`src/rtl/audio_in_note_detector.sv`:
```
// Pops left-channel ADC samples, times rising zero crossings with hysteresis,
// classifies the period as one of ten keyboard notes and debounces the result.
module audio_in_note_detector #(
   parameter logic signed [31:0] THRESH      = 32'sd1000000,
   parameter logic [19:0]        TIMEOUT     = 20'd400000,
   parameter int                 MATCH_COUNT = 2,
   parameter int                 PSHIFT      = 0
) (
   input  logic               CLOCK_50,
   input  logic               resetn,
   input  logic               audio_in_available,
   input  logic signed [31:0] left_channel_in,
   output logic               read_audio_in,
   output logic [19:0]        period,
   output logic               period_valid,
   output logic [3:0]         note_idx,
   output logic               note_valid
);

   // PSHIFT scales every period boundary down by a power of two (0 = 50 MHz keyboard table)
   localparam logic [19:0] B_LO = 20'(32'd70000  >> PSHIFT);
   localparam logic [19:0] B_HI = 20'(32'd200000 >> PSHIFT);
   localparam logic [19:0] B_0  = 20'(32'd180688 >> PSHIFT);
   localparam logic [19:0] B_1  = 20'(32'd160975 >> PSHIFT);
   localparam logic [19:0] B_2  = 20'(32'd147429 >> PSHIFT);
   localparam logic [19:0] B_3  = 20'(32'd135362 >> PSHIFT);
   localparam logic [19:0] B_4  = 20'(32'd120594 >> PSHIFT);
   localparam logic [19:0] B_5  = 20'(32'd107438 >> PSHIFT);
   localparam logic [19:0] B_6  = 20'(32'd98398  >> PSHIFT);
   localparam logic [19:0] B_7  = 20'(32'd90346  >> PSHIFT);
   localparam logic [19:0] B_8  = 20'(32'd80490  >> PSHIFT);
   localparam logic [3:0]  MATCH_N = 4'(MATCH_COUNT);

   typedef enum logic {NO_REF = 1'b0, MEASURING = 1'b1} state_t;

   function automatic logic [3:0] classify(input logic [19:0] p);
      logic [3:0] c;
      if (p < B_LO || p > B_HI) c = 4'hF;
      else if (p >= B_0) c = 4'd0;
      else if (p >= B_1) c = 4'd1;
      else if (p >= B_2) c = 4'd2;
      else if (p >= B_3) c = 4'd3;
      else if (p >= B_4) c = 4'd4;
      else if (p >= B_5) c = 4'd5;
      else if (p >= B_6) c = 4'd6;
      else if (p >= B_7) c = 4'd7;
      else if (p >= B_8) c = 4'd8;
      else c = 4'd9;
      return c;
   endfunction

   state_t             state_q, state_d;
   logic               rd_q, rd_d, smp_vld_q, smp_vld_d, arm_q, arm_d, pv_q, pv_d, nv_q, nv_d;
   logic signed [31:0] smp_q, smp_d;
   logic [19:0]        cnt_q, cnt_d, period_q, period_d;
   logic [3:0]         cand_q, cand_d, match_q, match_d, note_q, note_d;
   logic               neg_s, pos_s, edge_s;
   logic [3:0]         cls_s;

   assign neg_s  = smp_vld_q && (smp_q < -THRESH);
   assign pos_s  = smp_vld_q && (smp_q > THRESH);
   assign edge_s = pos_s && arm_q;
   assign cls_s  = classify(cnt_q);

   // next-state: handshake, hysteresis, period counter, FSM and debounce
   always_comb begin
      state_d   = state_q;
      period_d  = period_q;
      pv_d      = 1'b0;
      cand_d    = cand_q;
      match_d   = match_q;
      note_d    = note_q;
      nv_d      = nv_q;
      rd_d      = audio_in_available && !rd_q;
      smp_vld_d = rd_d;
      if (rd_d) smp_d = left_channel_in;
      else smp_d = smp_q;
      if (neg_s) arm_d = 1'b1;
      else if (edge_s) arm_d = 1'b0;
      else arm_d = arm_q;
      if (edge_s) cnt_d = 20'd1;
      else if (cnt_q >= TIMEOUT) cnt_d = TIMEOUT;
      else cnt_d = cnt_q + 20'd1;
      // debounce outcome is applied one cycle after the period pulse
      if (pv_q && match_q == MATCH_N) begin
         note_d = cand_q;
         nv_d   = (cand_q != 4'hF);
      end else begin
         note_d = note_q;
         nv_d   = nv_q;
      end
      case (state_q)
         NO_REF: begin
            if (edge_s) state_d = MEASURING;
            else state_d = NO_REF;
         end
         MEASURING: begin
            if (edge_s) begin
               period_d = cnt_q;
               pv_d     = 1'b1;
               if (cls_s == cand_q) begin
                  if (match_q < MATCH_N) match_d = match_q + 4'd1;
                  else match_d = match_q;
               end else begin
                  cand_d  = cls_s;
                  match_d = 4'd1;
               end
            end else if (cnt_q == TIMEOUT) begin
               state_d = NO_REF;
               note_d  = 4'hF;
               nv_d    = 1'b0;
               match_d = 4'd0;
            end else begin
               state_d = MEASURING;
            end
         end
         default: state_d = NO_REF;
      endcase
   end

   // state and output registers
   always_ff @(posedge CLOCK_50 or negedge resetn) begin
      if (!resetn) begin
         state_q   <= NO_REF;
         rd_q      <= 1'b0;
         smp_vld_q <= 1'b0;
         smp_q     <= 32'sd0;
         arm_q     <= 1'b0;
         cnt_q     <= 20'd0;
         period_q  <= 20'd0;
         pv_q      <= 1'b0;
         cand_q    <= 4'hF;
         match_q   <= 4'd0;
         note_q    <= 4'hF;
         nv_q      <= 1'b0;
      end else begin
         state_q   <= state_d;
         rd_q      <= rd_d;
         smp_vld_q <= smp_vld_d;
         smp_q     <= smp_d;
         arm_q     <= arm_d;
         cnt_q     <= cnt_d;
         period_q  <= period_d;
         pv_q      <= pv_d;
         cand_q    <= cand_d;
         match_q   <= match_d;
         note_q    <= note_d;
         nv_q      <= nv_d;
      end
   end

   assign read_audio_in = rd_q;
   assign period        = period_q;
   assign period_valid  = pv_q;
   assign note_idx      = note_q;
   assign note_valid    = nv_q;

endmodule

```
`config.mk`:
```
export PLATFORM = sky130hd
export DESIGN_NAME = audio_in_note_detector
export DESIGN_NICKNAME = d
export VERILOG_FILES = /design/src/rtl/audio_in_note_detector.sv
export SDC_FILE = /design/constraint.sdc
export NUM_CORES = 1
export LEC_CHECK = 0
export ABC_AREA = 1
export CAP_MARGIN = 10
export CORE_ASPECT_RATIO = 2
export CORE_MARGIN = 2
export CORE_UTILIZATION = 50
export DETAILED_ROUTE_END_ITERATION = 8
export PLACE_DENSITY = 0.72
export SLEW_MARGIN = 30
export SYNTH_ARGS = -nofsm -noshare
export SYNTH_HDL_FRONTEND = slang
export SYNTH_SLANG_ARGS = --single-unit
```
`constraint.sdc`:
```
create_clock -name CLOCK_50 -period 2.5 [get_ports CLOCK_50]
set_clock_uncertainty 0.1 [all_clocks]
set_input_delay 0.75 -clock CLOCK_50 [delete_from_list [all_inputs] [get_ports CLOCK_50]]
set_output_delay 0.75 -clock CLOCK_50 [all_outputs]
set_load 0.01 [all_outputs]
```
==> impl_metrics.yaml, run 1 <==
finish:
  nFillCells: 784
  diodes: 0
  finalInstanceArea_um2: 6470
  fin_util: 0.676
  area_growth_pct: 33.0
  drive_gt1_frac: 0.242
  nets: 789
  stdcell_count: 859
routing:
  drtAntennaViolNets: 0
  drt-wirelength-per-cell_um: 14.6
  first_pass_iters: 6
  first_iter_violations: 403
  drcViolationCount: 0
  viasPerCell: 5.40
  routed-via-count: 4640
  finalWirelength_um: 12600
yosys:
  seq_area_frac_synth: 0.460
  synth_largest_area_cell: "dfrtp_1"
  synth-edff-count: 0
  yosysUniqueCellTypes: 52
  syn-cell-area_um2: 4860
  synth-async-reset-ratio: 1.00
  yosys_warnings: 0
  ys_seq_elements: 89
  syn_nets: 680
  synth.top_cell.area_share: 0.417
  postSynthAreaPerCell_um2: 7.61
  ys.flop_type: "dfrtp_1"
  synth.area.top_cells: "dfrtp_1 (42%), nand2_1 (17%), nor2_1 (4.6%)"
  netlist_instances: 639
pwr:
  p_seq_frac: 0.412
  p_sw_frac: 0.348
  p_per_area_nw_per_um2: 740
  power_mw: 4.79
  vdd_drop_max_mv: 0.491
  intPower_mw: 3.12
  p_leak_nw: 3.01
  p_comb_frac: 0.318
  switching_power_mw: 1.67
  clkPwrFrac: 0.270
setup_path:
  cp_slowest_cell: "dfrtp_2"
  critPathLaunchType: "flip-flop"
  cp_num_buf_inv: 0
  path_cells: "nor2_4 -> nand2_4 -> nor2_4 -> nand4_1 -> nor2_1 -> nor2_1 -> nand2_1 -> nand2_1 -> nand2_1 -> nand2_2 -> nand2_1 -> nand2_2 -> nor2_4 -> nand3_4 -> nand2_8 -> nand2_4 -> nand2_1 -> nand2_1"
  endpoint_kind: "flip-flop"
  worst_path_most_repeated_cell: "nand2_1"
  required_ns: 2.64
  ff2ff_setup_slack_ns: -0.007
  slowest_delay_ns: 0.43
  criticalPathCategory: "flip-flop to flip-flop"
  path_delay_family: "simple AND/OR/NAND/NOR gates"
  arrival_ns: 2.64
  crit_fanout: 5
place:
  placed_cell_area_um2: 5770
  hpwl_um: 9240
  gp_congestion: 0.967
  placed_cells: 822
  io_buffers: 61
  dp_slack_ns: 0.0591
sta:
  drv_slew: 0
  rsz0062_at_grt: "true"
  setup_violations: 3
  setup_tns_ns: -0.0137
  fmax_mhz: 399
  holdWs_ns: 0.197
  fin_ws_ns: -0.00704
  fin_crit_sh: 1.00
  fin_crit_ns: 2.51
  finalHoldViolations: 0
die:
  start_util: 0.508
  die_width_um: 73.7
  die_area_um2: 10600
  core_um2: 9570
  ios: 62
  die_h_um: 143
  row_count: 51
clocking:
  cts.clk_slew.worst_paths_ns: 0.07
  clock_path_buffers: 2
  cts.hold.buffers_added: 0
  cts_max_level: 3
  clockRootBuffer: "clkbuf_16"
  cts.sinks: 89
  insertion_delay_ns: 0.34
  cts_tree: "yes"
  cts_buffers: 9
min_path:
  hold_class: "input pin to asynchronous set/reset pin"
global_routing:
  grt_pass1_vias: 4300
  grt_max_degree: 40
  overflow: 0
  antenna_found_initial: 0
  grtUsageTotal: 0.245
  grt_pass1_wl_um: 20000
flow_run:
  maxCapViolations: 0
status:
  status: "finished, violations left"
  violations: "negative setup slack"
cell type report:
cell class / count / area, um^2 / area share
Timing Repair Buffer: 114 / 1030 / 0.159
Multi-Input combinational cell: 474 / 2530 / 0.391
Inverter: 60 / 238 / 0.0367
Clock buffer: 9 / 225 / 0.0348
Clock inverter: 7 / 60.1 / 0.00928
Tap cell: 106 / 133 / 0.0205
Sequential cell: 89 / 2260 / 0.349
Yosys cell counts, types with 2 or more instances:
library cell / count
o21ai_1: 15
a221oi_1: 2
nor2_2: 11
nor2_1: 60
dfstp_2: 8
nor3_1: 16
nand2_2: 9
nand4_1: 12
nor2_4: 3
buf_6: 3
nor4_1: 7
nand3_1: 25
a31oi_1: 8
o21ai_0: 23
inv_2: 18
clkbuf_1: 9
ha_1: 6
nand2_1: 224
a21oi_1: 18
inv_1: 39
nor3b_1: 2
buf_2: 2
buf_4: 3
o211ai_1: 5
dfrtp_1: 81
xor2_1: 4
final timing paths:
kind | cells after the start | endpoint | startpoint
worst min register to register | 2 | smp_q[4] | smp_q[4]
worst max-delay path | 18 | match_q[2] | cnt_q[19]
min in group CLOCK_50 | 2 | smp_q[4] | smp_q[4]
worst max register to register | 18 | match_q[2] | cnt_q[19]
worst min-delay path | 1 | note_valid | resetn
max in group asynchronous | 2 | cnt_q[10] | resetn
state kept, by name (all words and copies together), names as in the netlist:
name / flops
state_q: 1
note_idx: 4
smp_q: 32
period_valid: 1
smp_vld_q: 1
period: 20
note_valid: 1
match_q: 4
cnt_q: 20
arm_q: 1
cand_q: 4
cell families after synthesis:
| group | after synthesis | share of synthesized area |
|---|---|---|
| simple gates | 377 | 0.344 |
| fa+ha+maj | 6 | 0.0154 |
| other cells | 1 | 0.000771 |
| flops | 89 | 0.460 |
| buf+inv | 77 | 0.0677 |
| xor+xnor | 5 | 0.00900 |
| compound gates | 84 | 0.103 |
layout by cell type (no fill, tap or decap), types with 5 or more instances in the layout:
cell	Yosys	routed
a21oi_1	18	17
inv_2	18	16
ha_1	6	5
inv_4	1	5
dfrtp_1	81	66
nand2_2	9	18
dfrtp_2	0	15
o211ai_1	5	5
clkdlybuf4s50_1	0	60
nand2_1	224	211
a31oi_1	8	8
nand2_4	1	6
o21ai_1	15	17
nor3_1	16	12
nand4_1	12	12
nand3_1	25	21
nor2_4	3	12
dfstp_2	8	8
buf_4	3	51
clkbuf_16	0	9
o21ai_0	23	21
inv_1	39	38
nor2_2	11	9
nor2_1	60	53
power by group through the flow:
stage | Combinational, mW | Sequential (mW) | Clock (mW)
after global placement | 1.36 | 1.97 | 0
final | 1.52 | 1.97 | 1.29
after CTS | 1.38 | 1.96 | 1.32
after floorplan | 0.769 | 1.98 | 0
after global routing | 1.68 | 2.01 | 1.39
after detailed placement | 1.37 | 1.98 | 0
routing by layer:
metal	share of wire	wire, um	GRT usage
met1	0.44	5500	0.336
met2	0.48	6080	0.375
met3	0.054	679	0.0442
met4	0.024	305	0.109
met5	0	0	0
what timing repair did:
action,CTS,global route
buffers inserted,0,20
endpoints found under the setup margin,0,28
gates resized for setup,0,76
worst reg2reg max path: stages (launching register included):
cell and delay, ns:
dfrtp_2 0.43, nor2_4 0.24, nand2_4 0.16, nor2_4 0.15
nand4_1 0.10, nor2_1 0.14, nor2_1 0.08, nand2_1 0.06
nand2_1 0.05, nand2_1 0.13, nand2_2 0.08, nand2_1 0.07
nand2_2 0.07, nor2_4 0.12, nand3_4 0.13, nand2_8 0.12
nand2_4 0.06, nand2_1 0.06, nand2_1 0.05
(Power assumes the default switching activity.)
==> run 2, diff against run 1 <==
--- a/config.mk
+++ b/config.mk
@@ -11,7 +11,7 @@
 export CORE_MARGIN = 2
 export CORE_UTILIZATION = 50
 export DETAILED_ROUTE_END_ITERATION = 8
-export PLACE_DENSITY = 0.72
+export PLACE_DENSITY = 0.75
 export SLEW_MARGIN = 30
 export SYNTH_ARGS = -nofsm -noshare
 export SYNTH_HDL_FRONTEND = slang
==> constraint.sdc (replaced) <==
create_clock -name CLOCK_50 -period 2.15 [get_ports CLOCK_50]
set_clock_uncertainty 0.1 [all_clocks]
set_input_delay 0.645 -clock CLOCK_50 [delete_from_list [all_inputs] [get_ports CLOCK_50]]
set_output_delay 0.645 -clock CLOCK_50 [all_outputs]
set_load 0.01 [all_outputs]
==> impl_metrics.yaml, run 2 (synthesis gave the netlist of run 1 again) <==
setup_path:
  startpoint: "cnt_q[18]"
  r2r-end: "match_q[1]"
  arrival_ns: 2.67
  path_cells: "nor2_4 -> nand2_4 -> nor4_4 -> buf_4 -> nand2_2 -> nor2_1 -> nor2_1 -> nand2_1 -> nand2_1 -> nand2_1 -> nand2_1 -> nand2_2 -> nand2_2 -> nand2_2 -> nand3_4 -> nand2_8 -> nand2_8 -> nand2_2 -> nand2_1"
  endpoint: "match_q[1]"
  ff2ff_setup_slack_ns: -0.39
  cp_num_buf_inv: 1
  path_delay_family: "simple AND/OR/NAND/NOR gates"
  crit_fanout: 5
  criticalPathCategory: "flip-flop to flip-flop"
  r2r-start: "cnt_q[18]"
  slowest_delay_ns: 0.41
  critPathLaunchType: "flip-flop"
  endpoint_kind: "flip-flop"
  cp.depth: 19
  required_ns: 2.28
  reg2reg_depth: 19
  cp_slowest_cell: "dfrtp_1"
global_routing:
  grtUsageTotal: 0.290
  grt_max_degree: 45
  grt_pass1_vias: 5027
  overflow: 0
  antenna_found_initial: 0
  grt_pass1_wl_um: 23600
clocking:
  cts_buffers: 9
  clock_path_buffers: 2
  cts.hold.buffers_added: 0
  cts_tree: "yes"
  cts.clk_slew.worst_paths_ns: 0.07
  cts.sinks: 89
  cts_max_level: 3
  insertion_delay_ns: 0.35
  clockRootBuffer: "clkbuf_16"
pwr:
  p_sw_frac: 0.344
  switching_power_mw: 2.22
  clkPwrFrac: 0.251
  p_seq_frac: 0.356
  vdd_drop_max_mv: 0.572
  p_comb_frac: 0.393
  power_mw: 6.46
  intPower_mw: 4.24
  p_leak_nw: 3.71
  p_per_area_nw_per_um2: 824
sta:
  finalHoldViolations: 0
  setup_violations: 52
  fin_crit_ns: 2.54
  rsz0062_at_grt: "true"
  fmax_mhz: 394
  fin_crit_sh: 1.18
  fin_ws_ns: -0.391
  drv_slew: 0
  setup_tns_ns: -8.32
routing:
  drtAntennaViolNets: 0
  first_pass_iters: 5
  viasPerCell: 5.43
  routed-via-count: 5325
  first_iter_violations: 348
  drcViolationCount: 0
  finalWirelength_um: 15900
  drt-wirelength-per-cell_um: 16.2
die:
  row_count: 51
  die_h_um: 143
  die_width_um: 73.7
  ios: 62
  die_area_um2: 10600
  start_util: 0.508
  core_um2: 9570
place:
  dp_slack_ns: -0.309
  io_buffers: 61
  gp_congestion: 0.954
  placed_cell_area_um2: 6530
  placed_cells: 920
  hpwl_um: 10400
finish:
  nets: 911
  mostFrequentLayoutCell: "nand2_1"
  regMostFlops: "smp_q"
  area_growth_pct: 61.4
  finalInstanceArea_um2: 7850
  diodes: 0
  largest_reg_flops: 32
  drive_gt1_frac: 0.408
  stdcell_count: 981
  final_cell_mix: "nand2_1 (187), buf_4 (145), dfrtp_1 (70)"
status:
  status: "finished, violations left"
  violations: "negative setup slack"
min_path:
  hold_class: "input pin to asynchronous set/reset pin"
flow_run:
  maxCapViolations: 0
[run 2: worst min path at each step]
stage / to / from / slack, ns
floorplan: arm_q / resetn / 0.25
global placement: smp_q[5] / smp_q[5] / 0.36
detailed placement: smp_q[5] / smp_q[5] / 0.36
CTS: smp_q[21] / resetn / 0.02
global route: smp_q[21] / resetn / 0.03
finish: smp_q[21] / resetn / 0.02
[run 2: layout make-up]
type	count	area, um^2
Timing Repair Buffer	230	2060
Multi-Input combinational cell	474	2760
Tap cell	106	133
Clock inverter	5	63.8
Fill cell	574	1720
Clock buffer	11	243
Timing Repair inverter	6	82.6
Sequential cell	89	2250
Inverter	60	253
[run 2: power groups by stage]
| stage | clock network (mW) | registers, mW | logic, mW |
|---|---|---|---|
| 3_5_place_dp | 0 | 2.27 | 1.98 |
| 5_1_grt | 1.70 | 2.34 | 2.74 |
| 2_1_floorplan | 0 | 2.31 | 0.896 |
| 4_1_cts | 1.64 | 2.27 | 2.22 |
| 3_3_place_gp | 0 | 2.26 | 1.94 |
| 6_report | 1.62 | 2.30 | 2.54 |
[run 2: what timing repair did]
action	CTS	global route
pin swaps	12	27
cloned	7	0
endpoints found under the setup margin	54	52
buffers inserted	21	20
resized for setup	92	87
[run 2: worst register-to-register path: cells and delay by family (launching register included)]
| kind | cells | cell delay, ns |
|---|---|---|
| flops | 1 | 0.41 |
| buf+inv | 1 | 0.16 |
| simple gates | 18 | 1.75 |
[run 2: per-layer routing]
layer,share of wire,global-route usage,vias to the layer above
li1,-,-,2538
met4,0.038,0.122,0
met2,0.52,0.489,224
met1,0.39,0.367,2511
met5,0,0,-
met3,0.053,0.0372,52
[run 2: stage by stage]
stage	hold slack [ns]	util
floorplan	0.249	-
global placement	0.357	0.682
detailed placement	0.362	0.682
CTS	0.0247	0.762
global route	0.0328	0.820
finish	0.0214	0.820
